===== config.mk =====
export PLATFORM = sky130hd
export DESIGN_NAME = retro_vending_multi
export DESIGN_NICKNAME = d
export VERILOG_FILES = /design/src/rtl/retro_vending_multi.sv
export SDC_FILE = /design/constraint.sdc
export NUM_CORES = 1
export LEC_CHECK = 0
export CORE_MARGIN = 4
export CORE_UTILIZATION = 57
export CTS_CLUSTER_SIZE = 16
export DETAILED_ROUTE_END_ITERATION = 7
export PLACE_DENSITY = 0.8
export RECOVER_POWER = 50
export SLEW_MARGIN = 10
export SYNTH_ARGS = -nofsm -noshare
export SYNTH_HDL_FRONTEND = slang
export SYNTH_SLANG_ARGS = --single-unit
export TNS_END_PERCENT = 20

===== constraint.sdc =====
create_clock -name clk -period 4.1 [get_ports clk]
set_clock_uncertainty 0.05 [all_clocks]
set_input_delay 0.82 -clock clk [delete_from_list [all_inputs] [get_ports clk]]
set_output_delay 0.82 -clock clk [all_outputs]
set_load 0.05 [all_outputs]

===== src/rtl/retro_vending_multi.sv =====
// -----------------------------------------------------------------------------
// retro_vending_multi
//
// Multi-product vending controller. Accepts 5/10/25-cent coins into a bounded
// credit register, sells one of NUM_ITEMS products with individual prices and
// stock counters, and pays change back one coin per handshake.
//
// Ports:
//   clk            system clock
//   reset          asynchronous, active-low reset
//   coin_5/10/25   one-cycle coin-accepted pulses from the coin mech
//   next_item      pulse, advance item selection (wraps)
//   select         pulse, attempt purchase of the selected item
//   cancel         pulse, refund the whole credit as change
//   restock        pulse, reload every stock counter to INIT_STOCK
//   change_ready   coin-return mechanism can take a coin
//   item_sel       currently selected item
//   credit         current credit in cents
//   dispense       one-cycle pulse, item dispensed
//   dispense_item  index of the dispensed item, valid with dispense
//   deny           one-cycle pulse, previous select refused
//   coin_reject    one-cycle pulse, coins of the previous cycle refused
//   sold_out       stock of item_sel is zero
//   change_valid   a change coin is offered
//   change_denom   0=5c, 1=10c, 2=25c, valid with change_valid
//   busy           controller is not idle
// -----------------------------------------------------------------------------
module retro_vending_multi #(
    parameter int                            NUM_ITEMS  = 4,
    parameter int                            CREDIT_W   = 8,
    parameter logic [NUM_ITEMS*CREDIT_W-1:0] PRICES     = {8'd65, 8'd50, 8'd35, 8'd25},
    parameter int                            MAX_CREDIT = 100,
    parameter int                            STOCK_W    = 4,
    parameter int                            INIT_STOCK = 5,
    localparam int                           IDX_W      = $clog2(NUM_ITEMS)
) (
    input  logic                clk,
    input  logic                reset,
    input  logic                coin_5,
    input  logic                coin_10,
    input  logic                coin_25,
    input  logic                next_item,
    input  logic                select,
    input  logic                cancel,
    input  logic                restock,
    input  logic                change_ready,
    output logic [IDX_W-1:0]    item_sel,
    output logic [CREDIT_W-1:0] credit,
    output logic                dispense,
    output logic [IDX_W-1:0]    dispense_item,
    output logic                deny,
    output logic                coin_reject,
    output logic                sold_out,
    output logic                change_valid,
    output logic [1:0]          change_denom,
    output logic                busy
);

    typedef enum logic [1:0] {
        S_IDLE,
        S_VEND,
        S_CHANGE
    } state_e;

    state_e              state_q, state_d;
    logic [CREDIT_W-1:0] credit_q, credit_d;
    logic [IDX_W-1:0]    item_sel_q, item_sel_d;
    logic [IDX_W-1:0]    vend_item_q, vend_item_d;
    logic [STOCK_W-1:0]  stock_q [NUM_ITEMS];
    logic [STOCK_W-1:0]  stock_d [NUM_ITEMS];
    logic                dispense_q, dispense_d;
    logic                deny_q, deny_d;
    logic                coin_reject_q, coin_reject_d;

    // Coin arithmetic is one bit wider so credit+sum cannot wrap before the
    // ceiling compare.
    logic                coin_any;
    logic [CREDIT_W:0]   coin_sum;
    logic [CREDIT_W:0]   credit_plus;
    logic                coins_fit;
    logic [CREDIT_W-1:0] price_sel;
    logic [STOCK_W-1:0]  stock_sel;
    logic                can_buy;
    logic [CREDIT_W-1:0] denom_amt;
    logic [1:0]          denom_code;

    always_comb begin
        coin_any    = coin_5 | coin_10 | coin_25;
        coin_sum    = (coin_5  ? (CREDIT_W+1)'(5)  : '0)
                    + (coin_10 ? (CREDIT_W+1)'(10) : '0)
                    + (coin_25 ? (CREDIT_W+1)'(25) : '0);
        credit_plus = {1'b0, credit_q} + coin_sum;
        coins_fit   = credit_plus <= (CREDIT_W+1)'(MAX_CREDIT);
        price_sel   = PRICES[int'(item_sel_q)*CREDIT_W +: CREDIT_W];
        stock_sel   = stock_q[item_sel_q];
        can_buy     = (credit_q >= price_sel) && (stock_sel != '0);
    end

    // Greedy change: largest coin not exceeding the remaining credit. Credit is
    // always a multiple of 5, so the 5c fallback never overshoots a nonzero credit.
    always_comb begin
        if (credit_q >= CREDIT_W'(25)) begin
            denom_code = 2'd2;
            denom_amt  = CREDIT_W'(25);
        end else if (credit_q >= CREDIT_W'(10)) begin
            denom_code = 2'd1;
            denom_amt  = CREDIT_W'(10);
        end else begin
            denom_code = 2'd0;
            denom_amt  = CREDIT_W'(5);
        end
    end

    always_comb begin
        // NOTE: every next-state variable gets its hold value first, so no path
        // through the case statement leaves one unassigned and infers a latch.
        state_d       = state_q;
        credit_d      = credit_q;
        item_sel_d    = item_sel_q;
        vend_item_d   = vend_item_q;
        stock_d       = stock_q;
        dispense_d    = 1'b0;
        deny_d        = 1'b0;
        coin_reject_d = 1'b0;

        unique case (state_q)
            S_IDLE: begin
                if (cancel) begin
                    // Cancel swallows the cycle's coins whether or not there
                    // is credit to return.
                    if (credit_q != '0) state_d = S_CHANGE;
                    coin_reject_d = coin_any;
                end else if (select && can_buy) begin
                    state_d                = S_VEND;
                    vend_item_d            = item_sel_q;
                    credit_d               = credit_q - price_sel;
                    stock_d[item_sel_q]    = stock_sel - STOCK_W'(1);
                    dispense_d             = 1'b1;
                    coin_reject_d          = coin_any;
                end else begin
                    // A refused select still outranks next_item, but the
                    // coins of this cycle are counted.
                    if (select) begin
                        deny_d = 1'b1;
                    end else if (next_item) begin
                        item_sel_d = (item_sel_q == IDX_W'(NUM_ITEMS-1)) ? '0
                                   : item_sel_q + IDX_W'(1);
                    end
                    if (coin_any) begin
                        if (coins_fit) credit_d = credit_plus[CREDIT_W-1:0];
                        else           coin_reject_d = 1'b1;
                    end
                end
            end

            S_VEND: begin
                coin_reject_d = coin_any;
                state_d       = (credit_q != '0) ? S_CHANGE : S_IDLE;
            end

            S_CHANGE: begin
                coin_reject_d = coin_any;
                if (change_ready && (credit_q >= denom_amt)) begin
                    credit_d = credit_q - denom_amt;
                    if (credit_q == denom_amt) state_d = S_IDLE;
                end
            end

            default: state_d = S_IDLE;
        endcase

        // Restock overrides any decrement made above in the same cycle.
        if (restock) begin
            for (int i = 0; i < NUM_ITEMS; i++) stock_d[i] = STOCK_W'(INIT_STOCK);
        end
    end

    // NOTE: sequential state uses non-blocking assignments so every register
    // samples the pre-edge values of the others.
    always_ff @(posedge clk or negedge reset) begin
        if (!reset) begin
            state_q       <= S_IDLE;
            credit_q      <= '0;
            item_sel_q    <= '0;
            vend_item_q   <= '0;
            dispense_q    <= 1'b0;
            deny_q        <= 1'b0;
            coin_reject_q <= 1'b0;
            // NOTE: the stock array is reset deliberately; it must hold
            // INIT_STOCK after reset, so it is flops, not a RAM.
            for (int i = 0; i < NUM_ITEMS; i++) stock_q[i] <= STOCK_W'(INIT_STOCK);
        end else begin
            state_q       <= state_d;
            credit_q      <= credit_d;
            item_sel_q    <= item_sel_d;
            vend_item_q   <= vend_item_d;
            dispense_q    <= dispense_d;
            deny_q        <= deny_d;
            coin_reject_q <= coin_reject_d;
            stock_q       <= stock_d;
        end
    end

    assign item_sel      = item_sel_q;
    assign credit        = credit_q;
    assign dispense      = dispense_q;
    assign dispense_item = vend_item_q;
    assign deny          = deny_q;
    assign coin_reject   = coin_reject_q;
    assign sold_out      = (stock_sel == '0);
    assign change_valid  = (state_q == S_CHANGE);
    assign change_denom  = denom_code;
    assign busy          = (state_q != S_IDLE);

endmodule


==> results <==
## critical path, delay by kind of cell, from the launching register on
| family | cells | cell delay, ns |
|---|---|---|
| adders and majority gates | 1 | 0.16 |
| buffers and inverters | 2 | 0.98 |
| DFF | 1 | 0.64 |
| muxes | 1 | 0.65 |
| and+or+nand+nor | 1 | 0.28 |
## cells in the mapped netlist, types with 2 or more instances
cell type,number
xnor2_1,8
nor3_1,5
inv_1,28
and3_1,2
mux2i_1,2
nor2_1,27
nor2b_1,2
mux2_2,4
o21ai_0,23
o21a_1,5
fa_1,5
o31ai_1,3
xor2_1,4
mux4_2,4
o32ai_1,2
nand2_1,20
a32o_1,4
a211oi_2,3
o41a_1,2
dfstp_2,8
clkbuf_1,2
nand3_1,8
o22ai_1,2
o211ai_1,5
dfrtp_1,25
nand2b_1,2
buf_6,2
a21oi_1,23
a211oi_1,2
ha_1,29
or3_1,5
## logic make-up after synthesis
group | count (synthesis)
compound gates | 89
xor+xnor | 12
fa+ha+maj | 34
buf+inv | 36
flops | 33
mux | 11
simple gates | 80
## placed cells by master, fill, tap and decap left out, types with 3 or more instances in the layout
master / n
ha_1: 29
inv_1: 28
nor2_1: 27
dfrtp_1: 25
a21oi_1: 23
o21ai_0: 23
nand2_1: 20
clkdlybuf4s50_1: 20
dlygate4sd3_1: 9
nand3_1: 8
xnor2_1: 8
dfstp_2: 8
clkbuf_8: 6
buf_4: 6
o21a_1: 5
or3_1: 5
o211ai_1: 5
nor3_1: 5
fa_1: 5
mux4_2: 4
xor2_1: 4
a32o_1: 4
mux2_2: 4
a211oi_2: 3
o31ai_1: 3
## how the worst min path moves through the flow
stage               slack, ns               end
floorplan                0.42        stock_q[5]
global placement         0.41  dispense_item[1]
detailed placement       0.43  dispense_item[1]
CTS                      0.45  dispense_item[1]
global route             0.48        stock_q[4]
finish                   0.44  dispense_item[1]
## per-layer routing
metal	share of wire (%)	wire length [microns]
met1	44	2830
met2	51	3290
met3	4.3	277
met4	1.6	103
met5	0	0
## state kept, by name, summed over array words and instances (netlist names)
signal / count
coin_reject: 1
state_q: 2
credit: 8
stock_q: 16
deny: 1
dispense: 1
dispense_item: 2
item_sel: 2
## area by class of cell
| class | instances | area [sq um] |
|---|---|---|
| multi-input combinational | 226 | 1750 |
| fill | 395 | 1500 |
| sequential | 33 | 836 |
| timing repair buffer | 36 | 339 |
| inverter | 29 | 109 |
| clock buffer | 7 | 86.3 |
| tap | 54 | 67.6 |
| clock inverter | 1 | 7.51 |
## stage by stage
stage          cells  area, sq um  utilization (%)  setup WS (ns)  hold slack (ns)
4_1_cts          386         3200             68.2          0.210            0.448
3_3_place_gp     378         3100             66.2          0.267            0.415
5_1_grt          386         3190             68.1         0.0407            0.483
2_1_floorplan    295         2750                -          0.364            0.425
3_5_place_dp     378         3100             66.2          0.147            0.432
6_report         386         3190             68.1          0.225            0.442
==> key figures <==
Logic synthesis
  • Synthesis Warnings: 0
  • Cell count after synthesis: 295
  • EDFF count, synth: 0
  • Xor/xnor share of the synthesized area: 3.82%
  • Post-synthesis adder-cell area fraction: 16.8%
  • Area leader, netlist: dfrtp_1
  • Synth Area in Simple Gates: 14.6%
  • Syn Area/Cell: 9.32 sq um
  • Dominant cells by area after synthesis: dfrtp_1 (23%), ha_1 (13%), dfstp_2 (7.6%), a21oi_1 (4.2%), o21ai_0 (4.2%)
  • Sequential-to-total area share from yosys stat: 30.4%
  • Netlist Area Pre-Place: 2750 sq um
  • Combinational family with the most area after synthesis: compound AO/OA/AOI/OAI gates
  • Top-area cell type share of the netlist area: a little under a quarter
  • Unique cell type count in the Yosys netlist: 60
  • Async set-reset flop share out of synthesis: 100%
  • Yosys reg bits: 33
  • Multiplexer share of the synthesized area: 6.05%
  • Compound-Gate Fraction of Synth Area: 22.3%
  • Syn_nets: between 300 and 400
  • Primary FF master, synth: dfrtp_1

Route
  • Final ANT Viol Nets: 0
  • Total Wirelength: 6500 microns
  • 1st-pass router iterations: 4
  • Initial DRC count: 170
  • DR vias: approximately 2300
  • Vias per Instance: 6.07
  • DRC errors left: 0
  • Routed length per instance: 16.8 microns

Floorplan
  • Ports: 30
  • Die W: 77.5 microns
  • Die ar.: about 6000 sq um
  • Core area: ~4700 sq um
  • Chip height: ~77 microns
  • Starting Density: around 59%
  • Rows: 25

CTS
  • Clk sinks: 33
  • CTS buffer count: 5
  • Clk_lat worst skew: 0.28 ns
  • Worst-path clk slew: 0.07 ns
  • CTS tree: yes
  • Post-CTS Hold Fix Bufs: 0
  • CTS H-Tree Depth: 2
  • Post-CTS Resized: 0
  • CTS max path bufs: 2
  • Post CTS Setup Buffer Count: 0
  • CTS root buffer: clkbuf_8

Setup path
  • Worst path cell trace: mux4_2, inv_1, ha_1, nor3b_4, clkdlybuf4s50_1
  • CP endpoint: sold_out
  • CP peak stage delay: 0.86 ns
  • Startpoint types: flop
  • CP startpoint: item_sel[0]
  • Req. time, crit path: 3.23 ns
  • Reg2Reg Setup Slack: 0.34 ns
  • Worst reg2reg path startpoint: credit[7]
  • R2r endpoint: credit[3]
  • R2r worst-path depth: 14
  • Nature of the critical path endpoint: output pin
  • Crit Path Class: reg2out
  • Slowest-stage cell, CP: clkdlybuf4s50_1
  • CP max FO: 9
  • Worst Path Arrival: around 3 ns

Min path
  • Cell count of the worst hold path: 2
  • Hold Crit Class: reg2reg
  • Hold Crit Start: dispense_item[1]

GRT
  • GRT Total Usage: 23.1%
  • M1 GR Usage: approximately 30%
  • GRT Residual Overflow: 0
  • GRT busiest layer: met2
  • Met2 usage: between 30 and 40%
  • Met3 usage: ~3.7%
  • Initial antenna violation count: 0
  • First-pass GRT wire length: 11100 microns
  • Number of global-route vias before repair: about 2400
  • Largest net degree at the start of global routing: 34

STA
  • Final hold vios: 0
  • Post-layout min period: approximately 3.9 ns
  • Final Setup Violations: 0
  • Final slew viol count: 34
  • Slew headroom: -17.4%
  • Least-Margin Pin Slew: 1.76 ns
  • Period Utilization, post-route: 94.5%
  • Highest Clock Rate: around 260 MHz
  • Fin Setup TNS: 0 ns
  • RSZ-0062 raised after global routing: false

Cells and area
  • Final net count: about 380
  • Area growth, synth to finish: 16.2%
  • Share of cells above drive strength 1: 12.3%
  • Ant diodes: 0

Run
  • Max capacitance violation total: 1

Placement
  • IO Port Bufs: 29
  • Post-DP HPWL: just over 5000 microns
  • Routability cong.: approximately 1

Status
  • Failing checks: max-capacitance violations, max-slew violations
  • Run status: finished, violations left
Power of run 1 is left out: the tool's default activity adds up to more than one toggle a clock period on the data nets, which glitch-free logic cannot reach.
